File: src/rtl/pe_result_drain.sv
// pe_result_drain: buffers rounded PE results in a small FIFO and groups them
// into tiles on a valid/ready stream. A tile-end flag marks the last entry of
// each tile. The registered hold output keeps enough headroom for the two
// results still in flight in the PE rounder pipeline.
module pe_result_drain #(
  parameter int para_int_bits  = 7,
  parameter int para_frac_bits = 9,
  parameter int FIFO_DEPTH     = 8
) (
  input  logic                                   clk,
  input  logic                                   rst_n,
  input  logic                                   pe_valid,
  input  logic [3:0]                             pe_number,
  input  logic [para_int_bits+para_frac_bits-1:0] pe_data,
  input  logic [3:0]                             cfg_count,
  output logic                                   hold,
  output logic                                   out_valid,
  input  logic                                   out_ready,
  output logic [para_int_bits+para_frac_bits-1:0] out_data,
  output logic [3:0]                             out_number,
  output logic                                   out_last,
  output logic                                   err_overflow,
  output logic                                   err_range,
  output logic                                   err_dup
);

  localparam int W  = para_int_bits + para_frac_bits;
  localparam int AW = $clog2(FIFO_DEPTH);
  localparam int EW = W + 5;
  localparam logic [AW:0] FULL_LVL = (AW+1)'(FIFO_DEPTH);
  localparam logic [AW:0] HOLD_LVL = (AW+1)'(FIFO_DEPTH - 2);

  typedef enum logic {
    IDLE,
    COLLECT
  } state_t;

  logic [EW-1:0] mem [FIFO_DEPTH];
  logic [AW-1:0] rd_ptr;
  logic [AW-1:0] wr_ptr;
  logic [AW:0]   count;
  logic [AW:0]   count_next;

  state_t        state;
  state_t        state_next;
  logic [3:0]    tile_n;
  logic [3:0]    tile_n_next;
  logic [3:0]    rcv;
  logic [3:0]    rcv_next;
  logic [7:0]    seen;
  logic [7:0]    seen_next;

  logic          in_range;
  logic          full;
  logic          push;
  logic          pop;
  logic          entry_last;
  logic          dup_hit;
  logic [3:0]    cfg_norm;
  logic [7:0]    num_onehot;
  logic [EW-1:0] head;

  assign in_range   = ~pe_number[3];
  assign full       = (count == FULL_LVL);
  assign out_valid  = (count != '0);
  assign pop        = out_valid & out_ready;
  assign push       = pe_valid & in_range & (~full | pop);
  assign cfg_norm   = ((cfg_count == 4'd0) || (cfg_count > 4'd8)) ? 4'd8 : cfg_count;
  assign num_onehot = 8'd1 << pe_number[2:0];

  // Head entry is masked while empty so stale storage never shows on the outputs.
  assign head       = mem[rd_ptr];
  assign out_data   = out_valid ? head[W-1:0] : '0;
  assign out_number = out_valid ? head[W+3:W] : 4'd0;
  assign out_last   = out_valid ? head[EW-1] : 1'b0;

  // Occupancy after this cycle's push/pop; feeds both the counter and hold.
  always_comb begin
    count_next = count;
    if (push && !pop) begin
      count_next = count + 1'b1;
    end else if (pop && !push) begin
      count_next = count - 1'b1;
    end
  end

  // Tile tracking: decides the last flag of the entry being pushed and flags duplicates.
  always_comb begin
    state_next  = state;
    tile_n_next = tile_n;
    rcv_next    = rcv;
    seen_next   = seen;
    entry_last  = 1'b0;
    dup_hit     = 1'b0;
    if (push) begin
      unique case (state)
        IDLE: begin
          tile_n_next = cfg_norm;
          rcv_next    = 4'd1;
          seen_next   = num_onehot;
          if (cfg_norm == 4'd1) begin
            entry_last = 1'b1;
          end else begin
            state_next = COLLECT;
          end
        end
        COLLECT: begin
          rcv_next  = rcv + 4'd1;
          dup_hit   = |(seen & num_onehot);
          seen_next = seen | num_onehot;
          if ((rcv + 4'd1) == tile_n) begin
            entry_last = 1'b1;
            seen_next  = 8'd0;
            state_next = IDLE;
          end
        end
        default: state_next = IDLE;
      endcase
    end
  end

  // Tile state register.
  always_ff @(posedge clk) begin
    if (!rst_n) begin
      state  <= IDLE;
      tile_n <= 4'd0;
      rcv    <= 4'd0;
      seen   <= 8'd0;
    end else begin
      state  <= state_next;
      tile_n <= tile_n_next;
      rcv    <= rcv_next;
      seen   <= seen_next;
    end
  end

  // FIFO pointers, occupancy, registered hold and sticky error flags.
  always_ff @(posedge clk) begin
    if (!rst_n) begin
      rd_ptr       <= '0;
      wr_ptr       <= '0;
      count        <= '0;
      hold         <= 1'b0;
      err_overflow <= 1'b0;
      err_range    <= 1'b0;
      err_dup      <= 1'b0;
    end else begin
      if (push) begin
        wr_ptr <= wr_ptr + 1'b1;
      end
      if (pop) begin
        rd_ptr <= rd_ptr + 1'b1;
      end
      count        <= count_next;
      hold         <= (count_next >= HOLD_LVL);
      err_overflow <= err_overflow | (pe_valid & in_range & full & ~pop);
      err_range    <= err_range | (pe_valid & ~in_range);
      err_dup      <= err_dup | dup_hit;
    end
  end

  // Entry storage; contents need no reset because the head is masked when empty.
  always_ff @(posedge clk) begin
    if (push) begin
      mem[wr_ptr] <= {entry_last, pe_number, pe_data};
    end
  end

endmodule

File: config.mk
export PLATFORM = sky130hd
export DESIGN_NAME = pe_result_drain
export DESIGN_NICKNAME = d
export VERILOG_FILES = /design/src/rtl/pe_result_drain.sv
export SDC_FILE = /design/constraint.sdc
export NUM_CORES = 1
export LEC_CHECK = 0
export ABC_AREA = 1
export CAP_MARGIN = 10
export CORE_ASPECT_RATIO = 1.4
export CORE_MARGIN = 10
export CORE_UTILIZATION = 40
export CTS_CLUSTER_SIZE = 25
export DETAILED_ROUTE_END_ITERATION = 6
export DONT_BUFFER_PORTS = 1
export PLACE_DENSITY_LB_ADDON = 0.12
export SETUP_SLACK_MARGIN = 0.2
export SLEW_MARGIN = 20
export SYNTH_ARGS = -nofsm -noshare
export SYNTH_HDL_FRONTEND = slang
export SYNTH_SLANG_ARGS = --single-unit
File: constraint.sdc
create_clock -name clk -period 4.4 [get_ports clk]
set_input_delay 0.22 -clock clk [delete_from_list [all_inputs] [get_ports clk]]
set_output_delay 0.22 -clock clk [all_outputs]
set_load 0.005 [all_outputs]
=== Word-level counts from Yosys, hierarchy flattened ===
Memory sizes are Yosys's and may differ from the RTL's. A register that Yosys moved wholly into a read port is not among the register bits.
Cells that the tools add are included.

* Output and inout port bits: 26
* Memories: 1
* Flip-flop bits (word level): 31
* Bits in writable memories: 168
* Input port bits: 28

* Bitwise logic cells: 16
* $add $sub $neg: 5
* Shifts and indexed selects: 1
* Mux-type cells: 22
* Reductions and logical operators: 9
* Equal/unequal tests: 3
* $lt $le $gt $ge: 2

{| class="wikitable"
|+ Memories
! name !! words !! width !! read ports !! clocked after Yosys merged registers in !! write ports !! line !! text
|-
| mem || 8 || 21 || 1 || 1 || 1 || 38 || <nowiki>logic [EW-1:0] mem [FIFO_DEPTH];</nowiki>
|}

{| class="wikitable"
|+ Operator list
! kind !! number
|-
| $mux 16 || 1
|-
| $mux 4 || 4
|-
| $pmux 8 s2 || 1
|-
| $mux 1 || 10
|-
| $add 4x1->4 const B || 2
|-
| $and 8x8->8 || 1
|-
| $mux 8 || 1
|-
| $or 8x8->8 || 1
|-
| $pmux 4 s2 || 1
|-
| $reduce_or 8->1 || 1
|-
| $shl 1x3->8 const A || 1
|-
| $add 3x1->3 const B || 2
|-
| $and 1x1->1 || 6
|-
| $mux 3 || 2
|-
| $eq 4x1->1 const B || 1
|-
| $eq 4x4->1 || 1
|-
| $eq 4x4->1 const B || 1
|-
| $ge 4x3->1 const B || 1
|-
| $gt 4x4->1 const B || 1
|-
| $logic_not 4->1 || 1
|-
| $not 1->1 || 4
|-
| $or 1x1->1 || 4
|-
| $pmux 1 s2 || 2
|-
| $reduce_bool 4->1 || 1
|-
| 5 further kinds || 7
|}

=== Depth between registers and ports, before layout ===
* Word-level depth: 9
* Gate-level depth with buffers: 12
* Gate-level depth less buffers: 12

=== Worst setup path after synthesis ===
Ideal clock, no wire load.

* Kind: register to register
* From: reg count[0]
* To: mem mem[1][0] in the netlist's numbering, enable pin
* Cell stages (with the launch flop): 10
* Path buffers: 0
* Required time: 4.001 ns
* Period minus slack after synthesis: 2.555 ns
* Setup slack: 1.845 ns
* Data arrival time: 2.157 ns
* Cells stage by stage: dfxtp_1 inv_1 ha_1 nand2_1 nor2_4 nor2_8 inv_4 nor2_1 inv_1 nor2_1

* Cells in the longest elaborated chain, start to end: 6
* Elaborated cells between the ends (all ways): 8
* Classes of those cells: eq/ne: 1; mux: 2; bitwise: 4; reduce/logical: 1

{| class="wikitable"
|+ Ends and longest elaborated chain
! what !! line !! text
|-
| start: declaration || 41 || <nowiki>logic [AW:0] count;</nowiki>
|-
| start signal: assignment || 154 || <nowiki>count <= count_next;</nowiki>
|-
| $reduce_bool 4->1 / $eq 4x4->1 (equally long branches) || 65, 64 ||
|-
| $and 1x1->1 / $not 1->1 (equally long branches) || 66, 67 ||
|-
| $or 1x1->1 * || 67 || <nowiki>assign push = pe_valid & in_range & (~full | pop);</nowiki>
|-
| $and 1x1->1 * || 67 ||
|-
| $mux 1 * || 164 || <nowiki>if (push) begin</nowiki>
|-
| $mux 1 (implied by the code) * || 165 || <nowiki>mem[wr_ptr] <= {entry_last, pe_number, pe_data};</nowiki>
|-
| end: declaration || 38 ||
|}

Every way passes the cells marked *; elsewhere a longest branch is shown, timed or not.

=== Worst setup path in the final report ===
* From: reg count[0]
* To: mem mem[3][9] in the netlist's numbering, enable pin

Same word-level chain as after synthesis.

==> flow_metrics.py <==
metrics = {
    "timing": {
        "period_minus_slack_ns": 2.88,
        "final_max_slew_viol_count": 0,
        "rsz0062_at_grt": "no",
        "hold_viol_final": 0,
        "maxSlewHeadroom": 0.301,
        "finClkSkew_ns": 0.0257,
        "fmax_mhz": 347,
        "setup_violations": 0,
        "tightest_slew_ns": 1.05,
        "tns_ns": 0,
        "post-route-period-util": 0.654,
    },
    "floorplan": {
        "ioPinCount": 54,
        "rows": 62,
        "die_h_um": 191,
        "core_area_um2": 20600,
        "initial_core_util": 0.407,
        "die_width_um": 142,
        "die_area_um2": 27200,
    },
    "route": {
        "wl_mm": 19.2,
        "routedWlPerCell_um": 18.3,
        "drc": 0,
        "vias": 5514,
        "drtAntennaViolNets": 0,
        "vias_per_cell": 5.25,
        "dr.pass1.iters": 4,
        "dr.first_iter.drc_count": 362,
    },
    "place": {
        "place_area_um2": 8580,
        "port_buffers": 0,
        "gp_congestion": 0.771,
        "detailed_place_hpwl_mm": 11.2,
    },
    "worst_setup_path": {
        "crit_top_cell": "inv_1",
        "crit_chain": "inv_1 -> ha_1 -> nand2_1 -> nor2_4 -> nor2_8 -> inv_4 -> nor2_1 -> inv_1 -> nor2_2 -> buf_4",
        "worst_ep_required_time_ns": 4.58,
        "start_kind": "flip-flop",
        "end_kind": "flip-flop",
        "slowest_delay_ns": 0.54,
        "arrival_ns": 3.05,
        "worst_path_dominant_cell_family": "simple AND/OR/NAND/NOR gates",
        "slowest_stage": "nor2_2",
        "cp_max_fo": 17,
        "crit_type": "flip-flop to flip-flop",
        "critPathBufInv": 4,
    },
    "synthesis": {
        "ys_types": 34,
        "synth_edf_count": 168,
        "synthAdderAreaFrac": 0.00748,
        "synthArstFlopShare": 0,
        "synthCells": 762,
        "synth_top_cell_by_area": "edfxtp_1",
        "synthMuxAreaShare": 0,
        "yosys_warnings": 0,
        "synth-simple-area-share": 0.140,
        "syn_area_um2": 8370,
        "syn-num-nets": 795,
        "synth_top_area_share": 0.603,
        "synthFlopType": "edfxtp_1",
        "ys_seq_area_frac": 0.684,
        "synth_seq_cells": 202,
        "yosys-top-cells-area": "edfxtp_1, dfxtp_1, nor2_1, o21ai_0, nand2_1",
        "synth_top_family_by_area": "simple AND/OR/NAND/NOR gates",
        "synth_compound_area_frac": 0.124,
        "synth_xor_area_frac": 0.00314,
        "syn_area_per_cell_um2": 11.0,
    },
    "clock_tree": {
        "cts_sinks": 202,
        "clk_latency_ns": 0.51,
        "clk_pin_slew_ns": 0.06,
        "h-tree-depth": 1,
        "numCtsBuffers": 21,
        "cts_buffer_depth": 3,
        "post-cts-setup-buffers": 0,
        "cts_tree": "done",
        "cts_root_buf": "clkbuf_16",
    },
    "finish": {
        "diodes": 0,
        "postLayoutCellArea_um2": 9640,
        "final_layout_size_suffix_gt1_frac": 0.0956,
        "area_delta_synth_final_pct": 15.2,
        "final_util": 0.469,
        "layout_common_cells": "edfxtp_1, nor2_1, o21ai_0",
        "layout_commonest_cell": "edfxtp_1",
        "fin_nets": 813,
    },
    "global_routing": {
        "antenna_found_initial": 0,
        "grt_pass1_vias": 5714,
        "grt_start_max_net_pins": 85,
        "grt_pass1_wl_mm": 30.6,
        "grt-ovfl-total": 0,
        "grt_use_total": 0.140,
    },
    "pwr": {
        "power.density_nw_per_um2": 515,
        "vdd_drop_max_v": 0.000297,
        "p_leak_nw": 3.34,
    },
    "outcome": {
        "status": "completed",
    },
    "hold_path": {
        "hp-class": "input pin to flip-flop",
    },
    "flow_run": {
        "drv_cap": 0,
    },
}
[power by group]
group | switching, mW | internal (mW)
combinational | 0.592 | 0.247
clock | 0.744 | 1.23
sequential | 0.0302 | 2.12
[final timing paths]
path	start	endpoint	slack [ns]	cells after the start
setup / recovery	count[0]$_SDFF_PN0_	mem[3][9]$_DFFE_PP_	1.52	10
hold / removal	cfg_count[3]	tile_n[3]$_SDFFE_PN0P_	0.04	4
setup reg to reg	count[0]$_SDFF_PN0_	mem[3][9]$_DFFE_PP_	1.52	10
hold reg to reg	rd_ptr[2]$_SDFFE_PN0N_	rd_ptr[2]$_SDFFE_PN0N_	0.46	2
[through the flow]
step	setup WS, ns	total power, mW	hold WS, ns	std cells
5_1_grt	1.34	5.21	0.0803	1051
2_1_floorplan	1.84	2.81	0.319	762
3_5_place_dp	1.42	3.02	0.319	988
3_3_place_gp	1.48	3.01	0.319	988
4_1_cts	1.39	5.04	0.0375	1051
6_report	1.52	4.97	0.0366	1051
[metal layers]
layer	vias to the layer above	GRT usage	wire, µm	share of wire
met5	-	0	0	0
met4	0	0.0359	308	0.016
met3	24	0.0226	707	0.037
met2	85	0.261	10300	0.54
met1	2691	0.159	7910	0.41
li1	2714	-	-	-
[synthesized netlist by cell type (5+ instances only)]
| cell type | instances |
|---|---|
| a21o_1 | 6 |
| a21oi_1 | 26 |
| a31oi_1 | 21 |
| buf_2 | 10 |
| clkbuf_1 | 20 |
| dfxtp_1 | 34 |
| edfxtp_1 | 168 |
| ha_1 | 5 |
| inv_1 | 32 |
| inv_2 | 7 |
| nand2_1 | 57 |
| nand3_1 | 28 |
| nor2_1 | 169 |
| nor3_1 | 8 |
| o21ai_0 | 125 |
| o21ai_1 | 17 |
[area by class of cell]
class                           instances  area [µm²]
Clock buffer                           27         653
Clock inverter                         11         143
Fill cell                            1835       10900
Inverter                               41         156
Multi-Input combinational cell        481        2330
Sequential cell                       202        5730
Tap cell                              256         320
Timing Repair Buffer                   33         310
[sequential cells by signal, summed over array words and instances (netlist names), 3 cells and up, named ones only]
register,flops
count,4
rd_ptr,3
rcv,4
mem,168
tile_n,4
seen,8
wr_ptr,3
[worst reg2reg max path, stage by stage (launching register included)]
cell	delay [ns]
dfxtp_1	0.38
inv_1	0.10
ha_1	0.25
nand2_1	0.12
nor2_4	0.07
nor2_8	0.25
inv_4	0.16
nor2_1	0.16
inv_1	0.16
nor2_2	0.54
buf_4	0.37
[repair_timing]
item / 4_1_cts / 5_1_grt
hold buffers: 25 / 0
resized for setup: 0 / 0
endpoints found under the hold margin: 180 / 0
[kinds of logic (layout without fill, tap and decap cells)]
group                      after synthesis  count (layout)
xor gates and xnor gates                 3               3
adders and majority gates                5               5
and+or+nand+nor                        276             276
buffers and inverters                   79             112
DFF                                    202             202
AOI/OAI and AO/OA                      197             197
(Power assumes the default switching activity.)
